$ cat src/rtl/adder_rr_arbiter.sv
// Round-robin arbiter sharing one carry-in adder between NUM_REQ clients.
// Result is held in a one-entry output register with valid/ready drain.
module adder_rr_arbiter #(
  parameter int WIDTH   = 2,
  parameter int NUM_REQ = 4,
  parameter int ID_W    = $clog2(NUM_REQ)
) (
  input  logic                     clk,
  input  logic                     reset,
  input  logic [NUM_REQ-1:0]       req_valid,
  output logic [NUM_REQ-1:0]       req_ready,
  input  logic [NUM_REQ*WIDTH-1:0] req_lhs,
  input  logic [NUM_REQ*WIDTH-1:0] req_rhs,
  input  logic [NUM_REQ-1:0]       req_cin,
  output logic                     resp_valid,
  input  logic                     resp_ready,
  output logic [ID_W-1:0]          resp_id,
  output logic [WIDTH-1:0]         resp_out,
  output logic                     resp_cout
);

  typedef enum logic {EMPTY, FULL} state_t;

  state_t          state;
  state_t          state_nx;
  logic [ID_W-1:0] last_grant;
  logic [ID_W-1:0] winner;
  logic            found;
  logic            can_accept;
  logic            transfer;
  logic [WIDTH-1:0] lhs_w;
  logic [WIDTH-1:0] rhs_w;
  logic            cin_w;
  logic [WIDTH:0]  sum;

  assign resp_valid = (state == FULL);
  assign can_accept = !resp_valid | resp_ready;

  // Search starts just past the last winner and wraps.
  always_comb begin
    found  = 1'b0;
    winner = '0;
    for (int k = 0; k < NUM_REQ; k++) begin
      if (!found && req_valid[(int'(last_grant) + 1 + k) % NUM_REQ]) begin
        found  = 1'b1;
        winner = ID_W'((int'(last_grant) + 1 + k) % NUM_REQ);
      end
    end
  end

  always_comb begin
    req_ready = '0;
    if (found && can_accept && !reset)
      req_ready[winner] = 1'b1;
  end

  assign transfer = |(req_valid & req_ready);

  assign lhs_w = req_lhs[int'(winner)*WIDTH +: WIDTH];
  assign rhs_w = req_rhs[int'(winner)*WIDTH +: WIDTH];
  assign cin_w = req_cin[winner];
  assign sum   = {1'b0, lhs_w} + {1'b0, rhs_w} + (WIDTH+1)'(cin_w);

  always_comb begin
    state_nx = state;
    unique case (state)
      EMPTY: if (transfer) state_nx = FULL;
      FULL:  if (!transfer && resp_ready) state_nx = EMPTY;
      default: state_nx = EMPTY;
    endcase
  end

  always_ff @(posedge clk) begin
    if (reset) begin
      state      <= EMPTY;
      last_grant <= ID_W'(NUM_REQ - 1);
      resp_id    <= '0;
      resp_out   <= '0;
      resp_cout  <= 1'b0;
    end else begin
      state <= state_nx;
      if (transfer) begin
        last_grant <= winner;
        resp_id    <= winner;
        {resp_cout, resp_out} <= sum;
      end
    end
  end

endmodule

$ cat config.mk
export PLATFORM = sky130hd
export DESIGN_NAME = adder_rr_arbiter
export DESIGN_NICKNAME = d
export VERILOG_FILES = /design/src/rtl/adder_rr_arbiter.sv
export SDC_FILE = /design/constraint.sdc
export NUM_CORES = 1
export LEC_CHECK = 0
export CORE_MARGIN = 4
export CORE_UTILIZATION = 30
export DETAILED_ROUTE_END_ITERATION = 8
export GPL_ROUTABILITY_DRIVEN = 0
export HOLD_SLACK_MARGIN = 0.06
export PLACE_DENSITY = 0.66
export REMOVE_ABC_BUFFERS = 1
export SYNTH_ARGS = -nofsm -noshare
export SYNTH_HDL_FRONTEND = slang
export SYNTH_SLANG_ARGS = --single-unit
$ cat constraint.sdc
create_clock -name clk -period 5.2 [get_ports clk]
set_clock_uncertainty 0.2 [all_clocks]
set_input_delay 0.78 -clock clk [delete_from_list [all_inputs] [get_ports clk]]
set_output_delay 0.78 -clock clk [all_outputs]
set_load 0.005 [all_outputs]
# Word level (Yosys, flattened, before mapping)
# Cells that the tools add are included.
[op_classes] addsub=6 order_cmp=6 shifts=2 mux=28 bitwise=7 reduce_logical=18
[ops] op="< comparator 3 x 4 -> 1 bit, second input constant" n=4
[ops] op="two-way mux 1 bit" n=16
[ops] op="variable part select 8 x 4 -> 2 bit" n=2
[ops] op="binary-select mux 1 bit (select 2 bit)" n=5
[ops] op="two-way mux 2 bit" n=4
[ops] op="OR reduction 2 bit" n=4
[ops] op="logical AND 1 bit" n=7
[ops] op="logical NOT 1 bit" n=6
[ops] op="adder 2 x 1 -> 2 bit, second input constant" n=2
[ops] op="adder 2 bit, second input constant" n=2
[ops] op="AND 1 bit, first input constant" n=4
[ops] op="AND 4 bit" n=1
[ops] op="two-way mux 4 bit" n=1
[ops] op="OR reduction 4 bit" n=1
[ops] op="adder 2 x 2 -> 3 bit" n=1
[ops] op="adder 3 x 1 -> 3 bit" n=1
[ops] op="< comparator 2 x 3 -> 1 bit, second input constant" n=1
[ops] op="demux 1 bit (select 2 bit)" n=1
[ops] op=">= comparator 2 x 1 -> 1 bit, second input constant" n=1
[ops] op="case mux 1 bit (2 select lines)" n=1
[ops] op="inverter 1 bit" n=1
[ops] op="OR 1 bit" n=1
[totals] ff_bits=8 input_bits=27 out_inout_bits=10 elab_cells=72

# Depth between registers and ports, before layout
# Gate-level depths: netlist of run 1.
[depth] word_depth=27 depth_mapped=9 mapped_depth_nobuf=8

# Worst setup path before layout of run 1
# Ideal clock, no wire load.
[synth_path] path_type="in2reg" startpoint="input port req_valid[0]" endpoint="register resp_out[1]" setup_ns=0.070 arrival_ns=2.681 required_ns=4.930 path_slack_ns=2.249 cell_stages=9 path_cell_list="a21o_2 a31oi_4 buf_12 mux2i_1 mux2i_1 fa_1 fa_1 nand2_1 a21oi_1"
[synth_rtl] element="start: declaration" line_no="10" text="input logic [NUM_REQ-1:0] req_valid,"
[synth_rtl] element="binary-select mux 1 bit (select 2 bit)" line_no="44" text="if (!found && req_valid[(int'(last_grant) + 1 + k) % NUM_REQ]) begin"
[synth_rtl] element="two-way mux 1 bit (implied by the code) (2 in a row)" line_no="44"
[synth_rtl] element="two-way mux 1 bit" line_no="44"
[synth_rtl] element="logical NOT 1 bit" line_no="44"
[synth_rtl] element="logical AND 1 bit" line_no="44"
[synth_rtl] element="two-way mux 1 bit" line_no="44"
[synth_rtl] element="logical NOT 1 bit" line_no="44"
[synth_rtl] element="logical AND 1 bit" line_no="44"
[synth_rtl] element="two-way mux 1 bit" line_no="44"
[synth_rtl] element="logical NOT 1 bit" line_no="44"
[synth_rtl] element="logical AND 1 bit" line_no="44"
[synth_rtl] element="two-way mux 2 bit *" line_no="44"
[synth_rtl] element="variable part select 8 x 4 -> 2 bit, or another cell as far along" line_no="59" text="assign lhs_w = req_lhs[int'(winner)*WIDTH +: WIDTH];"
[synth_rtl] element="adder 2 x 2 -> 3 bit / two-way mux 1 bit (equally long branches)" line_no="62, 61"
[synth_rtl] element="adder 3 x 1 -> 3 bit *" line_no="62" text="assign sum = {1'b0, lhs_w} + {1'b0, rhs_w} + (WIDTH+1)'(cin_w);"
[synth_rtl] element="via sum[1]" line_no="34" text="logic [WIDTH:0] sum;"
[synth_rtl] element="end signal: assignment" line_no="85" text="{resp_cout, resp_out} <= sum;"
[synth_rtl] element="end: declaration" line_no="18" text="output logic [WIDTH-1:0] resp_out,"
# The timed path passes the listed nets; every way through them passes the cells marked *. The select of a mux whose other input is x is not followed.
# A chain may end at the register's enable or synchronous reset.

# Final worst setup path of run 1
[layout_path] startpoint="input port req_valid[3]" endpoint="output port req_ready[3]"
[layout_between] elab_chain_len=18
[layout_rtl] element="binary-select mux 1 bit (select 2 bit)" line_no="44"
[layout_rtl] element="two-way mux 1 bit (implied by the code) (2 in a row)" line_no="44"
[layout_rtl] element="two-way mux 1 bit" line_no="44"
[layout_rtl] element="logical NOT 1 bit" line_no="44"
[layout_rtl] element="logical AND 1 bit" line_no="44"
[layout_rtl] element="two-way mux 1 bit" line_no="44"
[layout_rtl] element="logical NOT 1 bit" line_no="44"
[layout_rtl] element="logical AND 1 bit" line_no="44"
[layout_rtl] element="two-way mux 1 bit" line_no="44"
[layout_rtl] element="logical NOT 1 bit" line_no="44"
[layout_rtl] element="logical AND 1 bit" line_no="44"
[layout_rtl] element="two-way mux 2 bit" line_no="44"
[layout_rtl] element="< comparator 2 x 3 -> 1 bit (implied by the code) / >= comparator 2 x 1 -> 1 bit (equally long branches)" line_no="54" text="req_ready[winner] = 1'b1;"
[layout_rtl] element="logical AND 1 bit (implied by the code)" line_no="54"
[layout_rtl] element="two-way mux 1 bit (implied by the code)" line_no="54"
[layout_rtl] element="demux 1 bit (select 2 bit)" line_no="54"
[layout_rtl] element="two-way mux 4 bit *" line_no="53" text="if (found && can_accept && !reset)"
[layout_rtl] element="end: declaration" line_no="11" text="output logic [NUM_REQ-1:0] req_ready,"
# Every way passes the cells marked *; elsewhere a longest branch is shown, timed or not. The select of a mux whose other input is x is not followed.

==> results of run 1 <==
registers in the layout (all words and copies together) (netlist names):
signal	count
resp_cout	1
last_grant	2
resp_valid	1
resp_out	2
resp_id	2
final timing paths:
path / startpoint / end / slack, ns / depth (start not counted)
setup / recovery: req_valid[3] / req_ready[3] / 1.42 / 6
hold / removal: resp_out[0] / resp_out[0] / 0.25 / 2
setup reg to reg: last_grant[1] / resp_out[1] / 2.33 / 8
hold reg to reg: resp_out[0] / resp_out[0] / 0.25 / 2
per-stage QoR:
stage | cell area, um^2 | setup slack [ns] | std cells | hold slack (ns)
after floorplan | 601 | 2.17 | 69 | 0.247
after global placement | 995 | 1.44 | 132 | 0.247
after detailed placement | 995 | 1.40 | 132 | 0.246
after CTS | 1020 | 1.40 | 135 | 0.254
after global routing | 1020 | 1.30 | 135 | 0.289
final | 1020 | 1.42 | 135 | 0.251
report_power, final:
| part | switching [mW] | internal, mW |
|---|---|---|
| registers | 0.00638 | 0.0712 |
| clock network | 0.0191 | 0.0263 |
| logic | 0.0444 | 0.0631 |
cell families after synthesis:
logic type / synth area share
adders and majority gates: 0.0634
muxes: 0.253
and+or+nand+nor: 0.210
AOI/OAI and AO/OA: 0.152
DFF: 0.253
buffers and inverters: 0.0673
cell usage in the layout (no fill, tap or decap), drive strengths merged:
| master | n |
|---|---|
| nor2 | 4 |
| and2 | 1 |
| a21oi | 6 |
| fa | 2 |
| dfxtp | 8 |
| mux2i | 16 |
| nand2b | 4 |
| o21ai | 3 |
| inv | 3 |
| a21o | 2 |
| nand3 | 1 |
| nor2b | 4 |
| a31oi | 1 |
| a211oi | 1 |
| nor4 | 1 |
| o22ai | 1 |
| nand3b | 1 |
| clkdlybuf4s50 | 36 |
| nor3 | 1 |
| clkbuf | 3 |
| nand2 | 9 |
cell type report:
type                       instances  area [um^2]  share of cell area
multi-input combinational         58          429               0.422
timing repair buffer              36          360               0.354
sequential                         8          160               0.157
tap                               27         33.8              0.0332
clock buffer                       3         22.5              0.0221
inverter                           3         11.3              0.0111
worst max-delay path, delay by kind of cell:
kind	cells	cell delay (ns)
and+or+nand+nor	3	0.44
buffers and inverters	2	1.07
AOI/OAI and AO/OA	1	0.50
metal layers:
metal	GRT usage	routed length [um]	up-vias
li1	-	-	321
met1	0.160	717	288
met2	0.222	848	22
met3	0.0443	105	0
met4	0.0255	0	0
met5	0	0	-
cells in the mapped netlist:
master    instances  area (um^2)
nand3_1           1         5.00
fa_1              2         40.0
a31oi_4           1         21.3
inv_1             3         11.3
dfxtp_1           8          160
nor2_1            4         15.0
a21oi_1           6         30.0
buf_4             1         7.51
nor2b_1           4         25.0
nand2_1           9         33.8
clkbuf_1          1         3.75
a21o_2            1         8.76
nor3_1            1         5.00
o22ai_1           1         6.26
nand2b_1          4         25.0
a21o_1            1         7.51
and2_1            1         6.26
nand3b_2          1         11.3
o21ai_0           3         15.0
a211oi_1          1         7.51
buf_12            1         20.0
nor4_1            1         6.26
mux2i_1          16          160
==> run metrics, run 1 <==
status completed; Die X 53.9 um; fmax about 260 MHz; via/cell ratio between 4 and 5; global-route wire length before repair around 2700 um; Remaining DRCs 0; post-layout min period between 3 and 4 ns; routed wire length between 1500 and 2000 um; gr usage total 0.131; Remaining Overflow, GRT 0; die area 0.00290 mm^2; P&R area growth vs syn 61.0%; cts repair resizes 0; DR vias 631; critical path peak fanout 13; hold buffers post-CTS 0; initial antenna violation count 0; Power Density between 200 and 250 mW/mm^2; Hold Fails Final Rpt 0; I/O pin count 37; synthesized area per cell between 8 and 9 um^2; share of cells above drive strength 1 0.0556; post-CTS setup buffer count 0; CTS Root Cell clkbuf_4; initial core utilization 0.319; Unique masters post-synth 23; RSZ-0062 raised after global routing false; max-cap violations 0; CP arrival 2.80 ns; largest net degree at the start of global routing 14; Worst-path clk slew 0.05 ns; Power Total 230 uW; critical path type in -> out; Clock Latency Late Sink between 0.2 and 0.3 ns; CTS tree done; worst slew pin tran ~0.56 ns; CP max stage cell clkdlybuf4s50_1; deepest clock path buffer count 2; Yosys warning count 0; Cell Chain, Critical Path clkdlybuf4s50_1, nand3b_2, a31oi_4, nand3_1, nor2b_1, clkdlybuf4s50_1; VDD IR max 0.000179 V; setup violators final 0; Static Leakage 0.417 nW; crit end category output pin; vias in the first global route 591; placement row count 16; Core Area 0.00198 mm^2; HPWL after DPL ~1400 um; synthesized cell area 632 um^2; H-tree lvl count 1; WP data required 4.22 ns; Syn Inst Count 72; WL per Instance 12.4 um; cts bufs inserted 3; Final Slew Violations 0; Setup crit start kind input port; Slew headroom 0.626; port bufs 36; 1st-pass router iterations 4; Synth Register Bits 8; nets 139; Initial DRC Count 6; slowest stage delay, CP between 0.5 and 0.6 ns; sequential area share after synthesis 0.253; antenna viol nets, final 0; Ant. Diodes 0; Fill cells 196; period utilization 0.726; setup TNS 0 ns; Die Span Y 53.9 um; fin util 0.513; clock sinks 8; CP most frequent cell clkdlybuf4s50_1; worst hold path type reg -> reg
(Power assumes the default switching activity.)
==> run 2: changes to the inputs <==
- PLACE_DENSITY: 0.66 -> 0.69
- clock period: 5.2 -> 3.1 ns (I/O delays scaled with it)
==> run 2 against run 1 <==
  * Setup slack worse by 1.4 ns
  * Via count is 6.5% higher
  * Die area is the same
  * Largest power group unchanged
  * Sequential power rose by 68%
==> run metrics, run 2 (synthesis results as in run 1) <==
I/O pin count 37 (unchanged); max-cap violations 0 (unchanged); HPWL after DPL 1510 um (+9.9%); nets 152 (+9.4%); Remaining DRCs 0 (unchanged); die area 0.00290 mm^2 (unchanged); Die X 53.9 um (unchanged); WL per Instance 12.9 um (+4.5%); met3 WL 89 um (-15%); antenna viol nets, final 0 (unchanged); Clock Latency Late Sink 0.25 ns (about the same); vias in the first global route 613 (+3.7%); critical path type in -> out; CP most frequent cell clkdlybuf4s50_1; share of cells above drive strength 1 0.174 (+0.118); 1st-pass router iterations 4 (unchanged); largest registers last_grant x2, resp_id x2, resp_out x2; slowest stage delay, CP 0.51 ns (-0.06 ns); worst slew pin tran 0.313 ns (-0.247 ns); Fill cells 186 (-5.1%); CP arrival 2.38 ns (-0.42 ns); cts bufs inserted 3 (unchanged); critical path peak fanout 4 (-9); RR Startpoint last_grant[1]; setup violators final 0 (unchanged); CTS tree done; fmax 328 MHz; initial core utilization 0.319 (unchanged); worst path buffer plus inverter count 3 (+1); Met2 Routed Length 979 um (+15%); Worst path top cell family by delay buffers and inverters; Worst-path clk slew 0.05 ns (about the same); Die Span Y 53.9 um (unchanged); CTS Root Cell clkbuf_4; met1 WL 847 um (+18%); worst hold path type reg -> reg; CP max stage cell clkdlybuf4s50_1; deepest clock path buffer count 2 (unchanged); via/cell ratio 4.54 (-2.9%); P&R area growth vs syn 79.6%; Setup crit start kind input port; WP data required 2.43 ns (-1.79 ns); DR vias 672 (+6.5%); Core Area 0.00198 mm^2 (unchanged); gr usage total 0.131 (about the same); clock sinks 8 (unchanged); Slew headroom 0.791 (+0.164); Remaining Overflow, GRT 0 (unchanged); crit end category output pin; VDD IR max 0.000351 V (+96%); global-route wire length before repair 2790 um (+2.5%); post-layout min period 3.05 ns; initial antenna violation count 0 (unchanged); status completed; pre-CTS setup slack -0.114 ns (-1.52 ns); fin worst setup slack 0.0506 ns (-1.37 ns); Power Density 375 mW/mm^2 (+65%); H-tree lvl count 1 (unchanged); Initial DRC Count 11 (+5); setup TNS 0 ns (unchanged); hold buffers post-CTS 0 (unchanged); most common cell after layout, fill and taps aside clkdlybuf4s50_1; Cell Chain, Critical Path clkdlybuf4s50_1, nor2b_1, o21ai_0, a21o_1, buf_4, and2_1, clkdlybuf4s50_1; HP Start resp_out[0]; routed wire length 1920 um (+15%); commonest non-fill, non-tap cells in the layout clkdlybuf4s50_1, mux2i_1, buf_4; port bufs 36 (unchanged); Static Leakage 0.485 nW (+16%); placement row count 16 (unchanged); register area 160 um^2 (unchanged); area of the multi-input gates 437 um^2 (+1.7%); crit path from req_valid[2]; period utilization 0.984; max layer used met3; RSZ-0062 raised after global routing true; Ant. Diodes 0 (unchanged); Final Slew Violations 0 (unchanged); Hold Fails Final Rpt 0 (unchanged); largest net degree at the start of global routing 9 (-5)
-- run 2: cell types whose count changed in the layout (fill, tap and decap cells not counted), sizes merged --
| cell | before | now |
|---|---|---|
| buf | 0 | 13 |
-- run 2: tightest hold or removal path, cell delays in order (launching register included) --
cell	delay [ns]
dfxtp_1	0.30
nand2_1	0.05
a21oi_1	0.05
-- run 2: report_power, final --
part / internal [mW] / total, mW / leakage [nW] / switching, mW
logic: 0.133 / 0.218 / 0.404 / 0.0846
clock network: 0.0441 / 0.0768 / 0.0138 / 0.0327
registers: 0.119 / 0.130 / 0.0666 / 0.0111
-- run 2: path summary, 6_finish.rpt --
kind | endpoint | slack, ns | cells after the start
hold / removal | resp_out[0] | 0.25 | 2
hold reg to reg | resp_out[0] | 0.25 | 2
setup reg to reg | resp_out[1] | 0.44 | 9
setup / recovery | req_ready[1] | 0.05 | 7
-- run 2: through the flow --
stage,power [mW],std cells,area [um^2],hold WS [ns],utilization
after CTS,0.416,146,1100,0.257,0.555
after detailed placement,0.333,142,1070,0.250,0.540
after floorplan,0.226,69,601,0.247,-
final,0.425,148,1130,0.254,0.573
after global routing,0.457,148,1130,0.284,0.573
after global placement,0.328,142,1070,0.242,0.540
-- run 2: per-layer routing --
| metal | global-route usage | vias to the layer above |
|---|---|---|
| li1 | - | 346 |
| met1 | 0.179 | 308 |
| met2 | 0.204 | 18 |
| met3 | 0.0277 | 0 |
| met4 | 0.0383 | 0 |
| met5 | 0 | - |
-- run 2: repair_timing --
action | in CTS | in global routing
setup endpoints to repair | 2 | 5
gates cloned | 0 | 0
pin swaps | 0 | 1
gates resized for setup | 0 | 2
setup buffers | 1 | 2
-- run 2: final cells by class --
class	instances	share of cell area
Clock buffer	3	0.0198
Multi-Input combinational cell	58	0.385
Inverter	3	0.00992
Tap cell	27	0.0298
Timing Repair Buffer	49	0.415
Sequential cell	8	0.141
==> run 3: changes to the inputs <==
--- a/config.mk
+++ b/config.mk
@@ -6,10 +6,9 @@
 export NUM_CORES = 1
 export LEC_CHECK = 0
-export CORE_MARGIN = 4
-export CORE_UTILIZATION = 30
+export CORE_UTILIZATION = 33
 export DETAILED_ROUTE_END_ITERATION = 8
 export GPL_ROUTABILITY_DRIVEN = 0
 export HOLD_SLACK_MARGIN = 0.06
-export PLACE_DENSITY = 0.69
+export PLACE_DENSITY = 0.74
 export REMOVE_ABC_BUFFERS = 1
 export SYNTH_ARGS = -nofsm -noshare
==> constraint.sdc (replaced) <==
create_clock -name clk -period 3.1 [get_ports clk]
set_clock_uncertainty 0.2 [all_clocks]
set_input_delay 0.465 -clock clk [delete_from_list [all_inputs] [get_ports clk]]
set_output_delay 0.465 -clock clk [all_outputs]
set_load 0.1 [all_outputs]
==> run 3 against run 2 <==
  * Die area is 28% lower
  * Via count is 3.4% higher
  * Non-clock buffer count is 4 lower
  * First-iteration DRC count is 18% lower
  * Design area is 2.4% lower
  * Worst hold slack better by 0.0011 ns
  * Cell count is 4.1% lower
  * Total power is 25% higher
  * Clock-buffer cell count stayed put
  * Global-route usage is 4.3 points higher
  * Critical endpoint is now resp_out[1]
  * Largest cell class unchanged
  * Highest routed layer is now met4
==> run metrics, run 3 (synthesis results as in run 1) <==
fin worst setup slack 0.182 ns (+0.131 ns); crit end category flop; post-CTS setup buffer count 0 (-1); largest net degree at the start of global routing 9 (unchanged); Power Density 481 mW/mm^2 (+28%); 1st-pass router iterations 4 (unchanged); Fill cells 160 (-14%); HPWL after DPL 1400 um (-7.6%); critical path type in -> reg; initial core utilization 0.358 (+0.0393); Static Leakage 0.489 nW (+0.84%); Worst Reg-to-Reg Cells 8 (-1); post-layout min period 2.92 ns (-0.131 ns); critical path peak fanout 8 (+4); R2R Setup Slk 0.41 ns (-0.03 ns); Initial DRC Count 9 (-2); CTS tree done; cts repair resizes 0 (unchanged); WHS Endpoint resp_id[1]; commonest non-fill, non-tap cells in the layout clkdlybuf4s50_1, mux2i_1, buf_4; port bufs 36 (unchanged); VDD IR max 0.000227 V (-35%); CTS Root Cell clkbuf_4; Worst-path clk slew 0.06 ns (about the same); pre-CTS setup slack -0.103 ns (+0.0113 ns); RR Startpoint last_grant[1]; DR vias 695 (+3.4%); nets 148 (-2.6%); largest registers last_grant x2, resp_id x2, resp_out x2; routed wire length 1620 um (-15%); hold buffers post-CTS 0 (unchanged); Final Slew Violations 0 (unchanged); global-route wire length before repair 2640 um (-5.5%); P&R area growth vs syn 75.2%; clock sinks 8 (unchanged); cts bufs inserted 3 (unchanged); Remaining Overflow, GRT 0 (unchanged); WP data required 3.08 ns (+0.65 ns); Core Area 0.00176 mm^2 (-11%); setup TNS 0 ns (unchanged); CP arrival 2.90 ns (+0.52 ns); Clock Latency Late Sink 0.25 ns (about the same); via/cell ratio 4.89 (+7.8%); worst slew pin tran 0.575 ns (+0.262 ns); initial antenna violation count 0 (unchanged); placement row count 15 (-1); RSZ-0062 raised after global routing false; deepest clock path buffer count 2 (unchanged); status completed; gr usage total 0.174 (+0.0429); fmax 343 MHz (+4.5%); antenna viol nets, final 0 (unchanged); period utilization 0.941 (-0.0423); die area 0.00209 mm^2 (-28%); WL per Instance 11.4 um (-12%); worst hold path type reg -> reg; Remaining DRCs 0 (unchanged); Ant. Diodes 0 (unchanged); hold_ws 0.255 ns (+0.00115 ns); most common cell after layout, fill and taps aside clkdlybuf4s50_1; H-tree lvl count 1 (unchanged); max-cap violations 0 (unchanged); setup violators final 0 (unchanged); HP Start resp_id[1]; Slew headroom 0.613 (-0.177); Die X 45.8 um (-15%); hold path depth 2 (unchanged); Setup crit start kind input port; vias in the first global route 703 (+15%); share of cells above drive strength 1 0.214 (+0.0401); reg2reg end resp_out[1]; Die Span Y 45.8 um (-15%); I/O pin count 37 (unchanged); Hold Fails Final Rpt 0 (unchanged)
## run 3: cell count changes in the layout (fill, tap and decap cells not counted), sizes merged
cell           previous run  this run
buf                      13        19
clkdlybuf4s50            36        26
## run 3: worst max-delay path: stages
cell and delay (ns):
clkdlybuf4s50_1 0.52, nand3b_2 0.11, a31oi_4 0.34, mux2i_1 0.26, mux2i_1 0.13, fa_1 0.44
fa_1 0.49, nand2_1 0.05, a21oi_1 0.11
## run 3: how the worst max path moves through the flow
stage	startpoint	end	slack, ns	cells past startpoint
final	req_valid[3]	resp_out[1]	0.18	9
after global routing	req_valid[3]	resp_out[1]	0.06	9
after CTS	req_valid[3]	resp_out[1]	0.19	9
after detailed placement	req_valid[3]	resp_out[1]	-0.10	9
after global placement	req_valid[3]	resp_out[1]	0.004	9
after floorplan	resp_valid	req_ready[3]	-0.26	4
## run 3: report_power, final
part / leakage (nW) / switching [mW] / internal [mW]
clock: 0.0138 / 0.0368 / 0.0444
sequential: 0.0666 / 0.0119 / 0.119
combinational: 0.409 / 0.199 / 0.122
total: 0.489 / 0.248 / 0.286
## run 3: area by class of cell
type | instances | area [um^2] | area share
Timing Repair Buffer | 45 | 453 | 0.409
Multi-Input combinational cell | 58 | 429 | 0.388
Sequential cell | 8 | 160 | 0.145
Tap cell | 25 | 31.3 | 0.0282
Clock buffer | 3 | 22.5 | 0.0203
Inverter | 3 | 11.3 | 0.0102
## run 3: stage by stage
step	power [mW]	instances	instance area, um^2	util
2_1_floorplan	0.347	69	601	-
3_3_place_gp	0.450	139	1080	0.615
3_5_place_dp	0.457	139	1080	0.615
4_1_cts	0.538	142	1110	0.628
5_1_grt	0.565	142	1110	0.628
6_report	0.533	142	1110	0.628
## run 3: per-layer routing
layer | GRT usage | part of all wire
met1 | 0.184 | 0.39
met2 | 0.337 | 0.54
met3 | 0.0238 | 0.054
met4 | 0.0706 | 0.018
met5 | 0 | 0
